### config.mk
export PLATFORM = sky130hd
export DESIGN_NAME = decode_stage
export DESIGN_NICKNAME = d
export VERILOG_FILES = /design/src/rtl/decode_stage.sv
export SDC_FILE = /design/constraint.sdc
export NUM_CORES = 1
export LEC_CHECK = 0
export ABC_CLOCK_PERIOD_IN_PS = 3110
export CAP_MARGIN = 20
export CORE_MARGIN = 2
export CORE_UTILIZATION = 49
export DETAILED_ROUTE_END_ITERATION = 7
export GPL_TIMING_DRIVEN = 0
export PLACE_DENSITY_LB_ADDON = 0.08
export RECOVER_POWER = 50
export SLEW_MARGIN = 20
export SYNTH_ARGS = -nofsm -noshare
export SYNTH_HDL_FRONTEND = slang
export SYNTH_SLANG_ARGS = --single-unit
### constraint.sdc
create_clock -name clk_i -period 3.11 [get_ports clk_i]
set_input_delay 0.4665 -clock clk_i [delete_from_list [all_inputs] [get_ports clk_i]]
set_output_delay 0.4665 -clock clk_i [all_outputs]
set_load 0.05 [all_outputs]
### src/rtl/decode_stage.sv
// RV32I decode stage: decodes fetched instructions into a one-entry execute register
// and stalls any source register that still has a write pending in the scoreboard.
module decode_stage #(
    parameter int XLEN  = 32,
    parameter int NREGS = 32
) (
    input  logic            clk_i,
    input  logic            rst_i,
    input  logic            instr_valid_i,
    input  logic [31:0]     instr_i,
    input  logic [XLEN-1:0] pc_i,
    output logic            instr_ready_o,
    output logic            ex_valid_o,
    input  logic            ex_ready_i,
    output logic [XLEN-1:0] ex_pc_o,
    output logic [4:0]      rs1_addr_o,
    output logic [4:0]      rs2_addr_o,
    output logic [4:0]      ex_rd_addr_o,
    output logic            ex_rd_wren_o,
    output logic [XLEN-1:0] ex_imm_o,
    output logic [6:0]      ex_opcode_o,
    output logic [2:0]      ex_funct3_o,
    output logic [6:0]      ex_funct7_o,
    output logic            ex_illegal_o,
    input  logic            wb_wren_i,
    input  logic [4:0]      wb_addr_i,
    input  logic            flush_i
);
    localparam logic [6:0] OP_LUI    = 7'b0110111;
    localparam logic [6:0] OP_AUIPC  = 7'b0010111;
    localparam logic [6:0] OP_JAL    = 7'b1101111;
    localparam logic [6:0] OP_JALR   = 7'b1100111;
    localparam logic [6:0] OP_BRANCH = 7'b1100011;
    localparam logic [6:0] OP_LOAD   = 7'b0000011;
    localparam logic [6:0] OP_STORE  = 7'b0100011;
    localparam logic [6:0] OP_IMM    = 7'b0010011;
    localparam logic [6:0] OP_OP     = 7'b0110011;
    localparam logic [6:0] OP_FENCE  = 7'b0001111;
    localparam logic [6:0] OP_SYSTEM = 7'b1110011;

    logic [6:0]      op;
    logic [4:0]      rd;
    logic [4:0]      rs1;
    logic [4:0]      rs2;
    logic            wr_type;
    logic            use_rs1;
    logic            use_rs2;
    logic            illegal;
    logic [31:0]     imm32;
    logic [XLEN-1:0] imm_ext;
    logic            dec_wren;
    logic            hazard;
    logic            accept;

    logic [NREGS-1:0] pend_q, pend_d;
    logic             ex_valid_q, ex_valid_d;
    logic [XLEN-1:0]  ex_pc_q;
    logic [4:0]       ex_rs1_q;
    logic [4:0]       ex_rs2_q;
    logic [4:0]       ex_rd_q;
    logic             ex_rd_wren_q;
    logic [XLEN-1:0]  ex_imm_q;
    logic [6:0]       ex_opcode_q;
    logic [2:0]       ex_funct3_q;
    logic [6:0]       ex_funct7_q;
    logic             ex_illegal_q;

    assign op  = instr_i[6:0];
    assign rd  = instr_i[11:7];
    assign rs1 = instr_i[19:15];
    assign rs2 = instr_i[24:20];

    always_comb begin
        wr_type = 1'b0;
        use_rs1 = 1'b0;
        use_rs2 = 1'b0;
        illegal = 1'b0;
        imm32   = '0;
        if (instr_i[1:0] != 2'b11) begin
            illegal = 1'b1;
        end else begin
            case (op)
                OP_LUI, OP_AUIPC: begin
                    wr_type = 1'b1;
                    imm32   = {instr_i[31:12], 12'b0};
                end
                OP_JAL: begin
                    wr_type = 1'b1;
                    imm32   = {{11{instr_i[31]}}, instr_i[31], instr_i[19:12],
                               instr_i[20], instr_i[30:21], 1'b0};
                end
                OP_JALR, OP_LOAD, OP_IMM: begin
                    wr_type = 1'b1;
                    use_rs1 = 1'b1;
                    imm32   = {{20{instr_i[31]}}, instr_i[31:20]};
                end
                OP_BRANCH: begin
                    use_rs1 = 1'b1;
                    use_rs2 = 1'b1;
                    imm32   = {{19{instr_i[31]}}, instr_i[31], instr_i[7],
                               instr_i[30:25], instr_i[11:8], 1'b0};
                end
                OP_STORE: begin
                    use_rs1 = 1'b1;
                    use_rs2 = 1'b1;
                    imm32   = {{20{instr_i[31]}}, instr_i[31:25], instr_i[11:7]};
                end
                OP_OP: begin
                    wr_type = 1'b1;
                    use_rs1 = 1'b1;
                    use_rs2 = 1'b1;
                end
                OP_FENCE, OP_SYSTEM: ;
                default: illegal = 1'b1;
            endcase
        end
    end

    assign imm_ext  = XLEN'($signed(imm32));
    assign dec_wren = wr_type && (rd != 5'd0);

    // Registered scoreboard only: a stall releases the cycle after the clearing writeback.
    assign hazard = (use_rs1 && (rs1 != 5'd0) && pend_q[rs1]) ||
                    (use_rs2 && (rs2 != 5'd0) && pend_q[rs2]);

    assign instr_ready_o = !rst_i && !flush_i && !hazard && (!ex_valid_q || ex_ready_i);
    assign accept        = instr_valid_i && instr_ready_o;

    always_comb begin
        pend_d = pend_q;
        if (flush_i && ex_valid_q && ex_rd_wren_q) pend_d[ex_rd_q] = 1'b0;
        if (wb_wren_i && (wb_addr_i != 5'd0)) pend_d[wb_addr_i] = 1'b0;
        if (accept && dec_wren) pend_d[rd] = 1'b1;
    end

    always_comb begin
        ex_valid_d = ex_valid_q;
        if (accept) ex_valid_d = 1'b1;
        else if (flush_i || ex_ready_i) ex_valid_d = 1'b0;
    end

    always_ff @(posedge clk_i) begin
        if (rst_i) begin
            pend_q       <= '0;
            ex_valid_q   <= 1'b0;
            ex_pc_q      <= '0;
            ex_rs1_q     <= '0;
            ex_rs2_q     <= '0;
            ex_rd_q      <= '0;
            ex_rd_wren_q <= 1'b0;
            ex_imm_q     <= '0;
            ex_opcode_q  <= '0;
            ex_funct3_q  <= '0;
            ex_funct7_q  <= '0;
            ex_illegal_q <= 1'b0;
        end else begin
            pend_q     <= pend_d;
            ex_valid_q <= ex_valid_d;
            if (accept) begin
                ex_pc_q      <= pc_i;
                ex_rs1_q     <= rs1;
                ex_rs2_q     <= rs2;
                ex_rd_q      <= rd;
                ex_rd_wren_q <= dec_wren;
                ex_imm_q     <= imm_ext;
                ex_opcode_q  <= op;
                ex_funct3_q  <= instr_i[14:12];
                ex_funct7_q  <= instr_i[31:25];
                ex_illegal_q <= illegal;
            end
        end
    end

    assign ex_valid_o   = ex_valid_q;
    assign ex_pc_o      = ex_pc_q;
    assign rs1_addr_o   = ex_rs1_q;
    assign rs2_addr_o   = ex_rs2_q;
    assign ex_rd_addr_o = ex_rd_q;
    assign ex_rd_wren_o = ex_valid_q && ex_rd_wren_q;
    assign ex_imm_o     = ex_imm_q;
    assign ex_opcode_o  = ex_opcode_q;
    assign ex_funct3_o  = ex_funct3_q;
    assign ex_funct7_o  = ex_funct7_q;
    assign ex_illegal_o = ex_valid_q && ex_illegal_q;
endmodule

==> impl_metrics.toml <==
[clock_network]
cts-root-buf = "clkbuf_16"
clockBufferDepth = 2
clk_pin_slew_ps = 60
clkLatencyLatePin_ps = 430
cts_sinks = 131
tritoncts = "done"
cts_hold_buf = 0
numCtsBuffers = 17
cts_htree_levels = 4

[global_route]
grt_use_met3 = 0.105
grt_overflow = 0
grt_max_degree = 20
top_usage_layer = "met2"
grt_antenna_before_repair = 0
grt_usage = 0.361
grt_pass1_wl_um = 39700
gr-usage-met2 = 0.564
use_met1 = 0.454
grt_pass1_vias = 7200

[cells_and_area]
fin_util = 0.710
syn_to_final_growth_pct = 40.0
drive_above_1_share = 0.0995
n_antenna_cell = 0
final_area_um2 = 9030
instances_no_fill = 1137
nNetsFinal = 1027

[synth]
synthMuxAreaShare = 0.0578
synth-compound-area-share = 0.320
syn_inst = 764
synth-simple-area-share = 0.148
synth_nets = 839
synthXorXnorAreaFrac = 0
synth_top_area_share = 0.407
synth.most_common_cell = "dfxtp_1"
ys_ff_latch = 131
ys_top_cells_by_area = "dfxtp_1, a21oi_1, nand3_1, o21ai_0, a311oi_1"
synth_top_family_by_area = "compound AO/OA/AOI/OAI gates"
synth_fa_ha_area_frac = 0
synth_cell_types = 58
syn_area_um2 = 6450
async_flop_share = 0
yosys_warnings = 0
synthFlopType = "dfxtp_1"
ys_seq_area_frac = 0.407
synth_commonest_cells = "dfxtp_1, a21oi_1, nand3_1, o21ai_0, clkbuf_1"
yosys.area.top_type = "dfxtp_1"
synth_area_per_cell_um2 = 8.44
synth_edf_count = 0

[timing]
rsz0062_at_grt = "false"
max_freq_ghz = 0.326
setup_viol = 0
hold_viol_final = 0
timing.final.ws_setup_ps = 38.3
skew_ps = 6.77
period_share = 0.988
max_slew.worst_pin.slew_ps = 772
fin_hold_ws_ps = 465
tns_ps = 0
slew_violations = 0
relSlewSlack = 0.483
period_needed_ps = 3070

[die]
dieArea_um2 = 14100
design.core.area_um2 = 12700
rows = 41
start_util = 0.507
ios = 175
die_width_um = 119
die_y_um = 119

[detailed_routing]
wl_per_cell_um = 22.8
drt_iter0_markers = 883
dr.pass1.iters = 6
vias = 7495
drc = 0
viasPerCell = 6.59
drt.antenna.violating_nets = 0
wirelength_um = 25900

[worst_setup_path]
crit_start = "instr_i[21]"
worst_ep_required_time_ps = 2640
path_common_cell = "mux4_2"
path_max_fanout = 19
critPathArrivalTime_ps = 2610
startpoint_type = "primary input"
slowest_stage = "mux4_2"
max_stage_delay_ps = 520
end_kind = "output port"
worstReg2RegStart = "pend_q[5]"
worstSetupPathType = "primary input to output port"
cp_num_buf_inv = 5
crit_chain = "buf_4 -> buf_8 -> mux2i_1 -> mux4_2 -> mux4_2 -> o211ai_4 -> inv_4 -> buf_12 -> buf_6"
path_delay_family = "multiplexers"

[placement]
place_ws_ps = -1550
post-place-cells = 1103
dp_hpwl_um = 18300
port_buffers = 166
place_area_um2 = 8350
gp_congestion = 0.969

[power_and_ir_drop]
power.total_mw = 4.62
ir_drop_mv = 0.301
p_leak_nw = 3.44
powerDensity_nw_per_um2 = 512

[outcome]
status = "finished clean"

[job]
maxCapViolCount = 0

[worst_hold_path]
worstHoldStart = "ex_opcode_o[3]"
min_path_type = "register to register"
-- cell families (layout without fill, tap and decap cells) --
logic type / after synthesis / count (layout)
and+or+nand+nor: 190 / 190
muxes: 27 / 27
AOI/OAI and AO/OA: 316 / 316
DFF: 131 / 131
buffers and inverters: 100 / 301
-- registers in the layout, summed over array words and instances, names as in the netlist, 3 cells and up --
| signal | flops |
|---|---|
| ex_opcode_o | 7 |
| rs1_addr_o | 5 |
| ex_funct7_o | 7 |
| rs2_addr_o | 5 |
| ex_pc_o | 32 |
| ex_funct3_o | 3 |
| pend_q | 32 |
| ex_imm_o | 32 |
| ex_rd_addr_o | 5 |
-- path summary, 6_finish.rpt --
kind	endpoint	slack, ps	cells past startpoint
setup / recovery	instr_ready_o	40	9
hold reg to reg	ex_opcode_o[3]	470	1
setup reg to reg	ex_imm_o[31]	210	8
hold / removal	ex_opcode_o[3]	470	1
-- placed cells by master (no fill, tap or decap), types with 3 or more instances in the layout --
| cell type | netlist | final |
|---|---|---|
| clkbuf_1 | 51 | 52 |
| o21ai_0 | 66 | 66 |
| nor3b_1 | 5 | 3 |
| a221oi_1 | 16 | 16 |
| dfxtp_1 | 131 | 131 |
| a41o_1 | 9 | 9 |
| buf_4 | 2 | 5 |
| inv_6 | 0 | 4 |
| nand2_1 | 37 | 38 |
| mux4_2 | 8 | 8 |
| nor2_1 | 24 | 23 |
| o41ai_1 | 9 | 9 |
| nand2b_1 | 11 | 11 |
| nand3_1 | 72 | 72 |
| clkbuf_8 | 0 | 3 |
| nand4_1 | 4 | 4 |
| dlygate4sd3_1 | 0 | 100 |
| a2111oi_0 | 3 | 3 |
| buf_6 | 5 | 5 |
| clkdlybuf4s50_1 | 0 | 61 |
| a22oi_1 | 7 | 7 |
| inv_1 | 17 | 17 |
| and2_1 | 3 | 3 |
| a21oi_1 | 119 | 118 |
| buf_2 | 13 | 10 |
| buf_1 | 9 | 8 |
| a311oi_1 | 25 | 25 |
| mux2i_1 | 17 | 16 |
| a31o_1 | 4 | 4 |
| clkinvlp_4 | 0 | 3 |
| o311ai_0 | 7 | 7 |
| nor2b_1 | 7 | 7 |
| o2111ai_1 | 5 | 5 |
| a31o_2 | 19 | 19 |
| bufinv_16 | 0 | 3 |
| clkbuf_16 | 0 | 17 |
| nor3_1 | 13 | 13 |
| o211ai_1 | 12 | 12 |
-- where the power goes --
part	internal, mW	total, mW	switching, mW
sequential	1.73	1.75	0.0243
combinational	0.239	0.740	0.501
clock	1.32	2.13	0.815
-- layout make-up --
class	count	area [um2]
plain buffers	79	385
clock buffers	19	453
clock inverters	13	173
fillers	1014	3690
inverters	20	77.6
multi-input cells	533	3410
flip-flops and latches	131	2620
well taps	172	215
repair buffers	170	1690
-- timing repair --
action                     CTS  global route
buffers inserted             1             2
resized for setup           23             5
cloned                       0             0
setup endpoints to repair  131            31
pin swaps                    1             3
-- layer usage --
metal / wire [um] / vias up / part of all wire
met5: 0 / - / 0
met4: 1030 / 0 / 0.040
met3: 2640 / 81 / 0.10
met2: 12100 / 508 / 0.47
met1: 10200 / 3617 / 0.39
li1: - / 3289 / -
(Power assumes the default switching activity.)
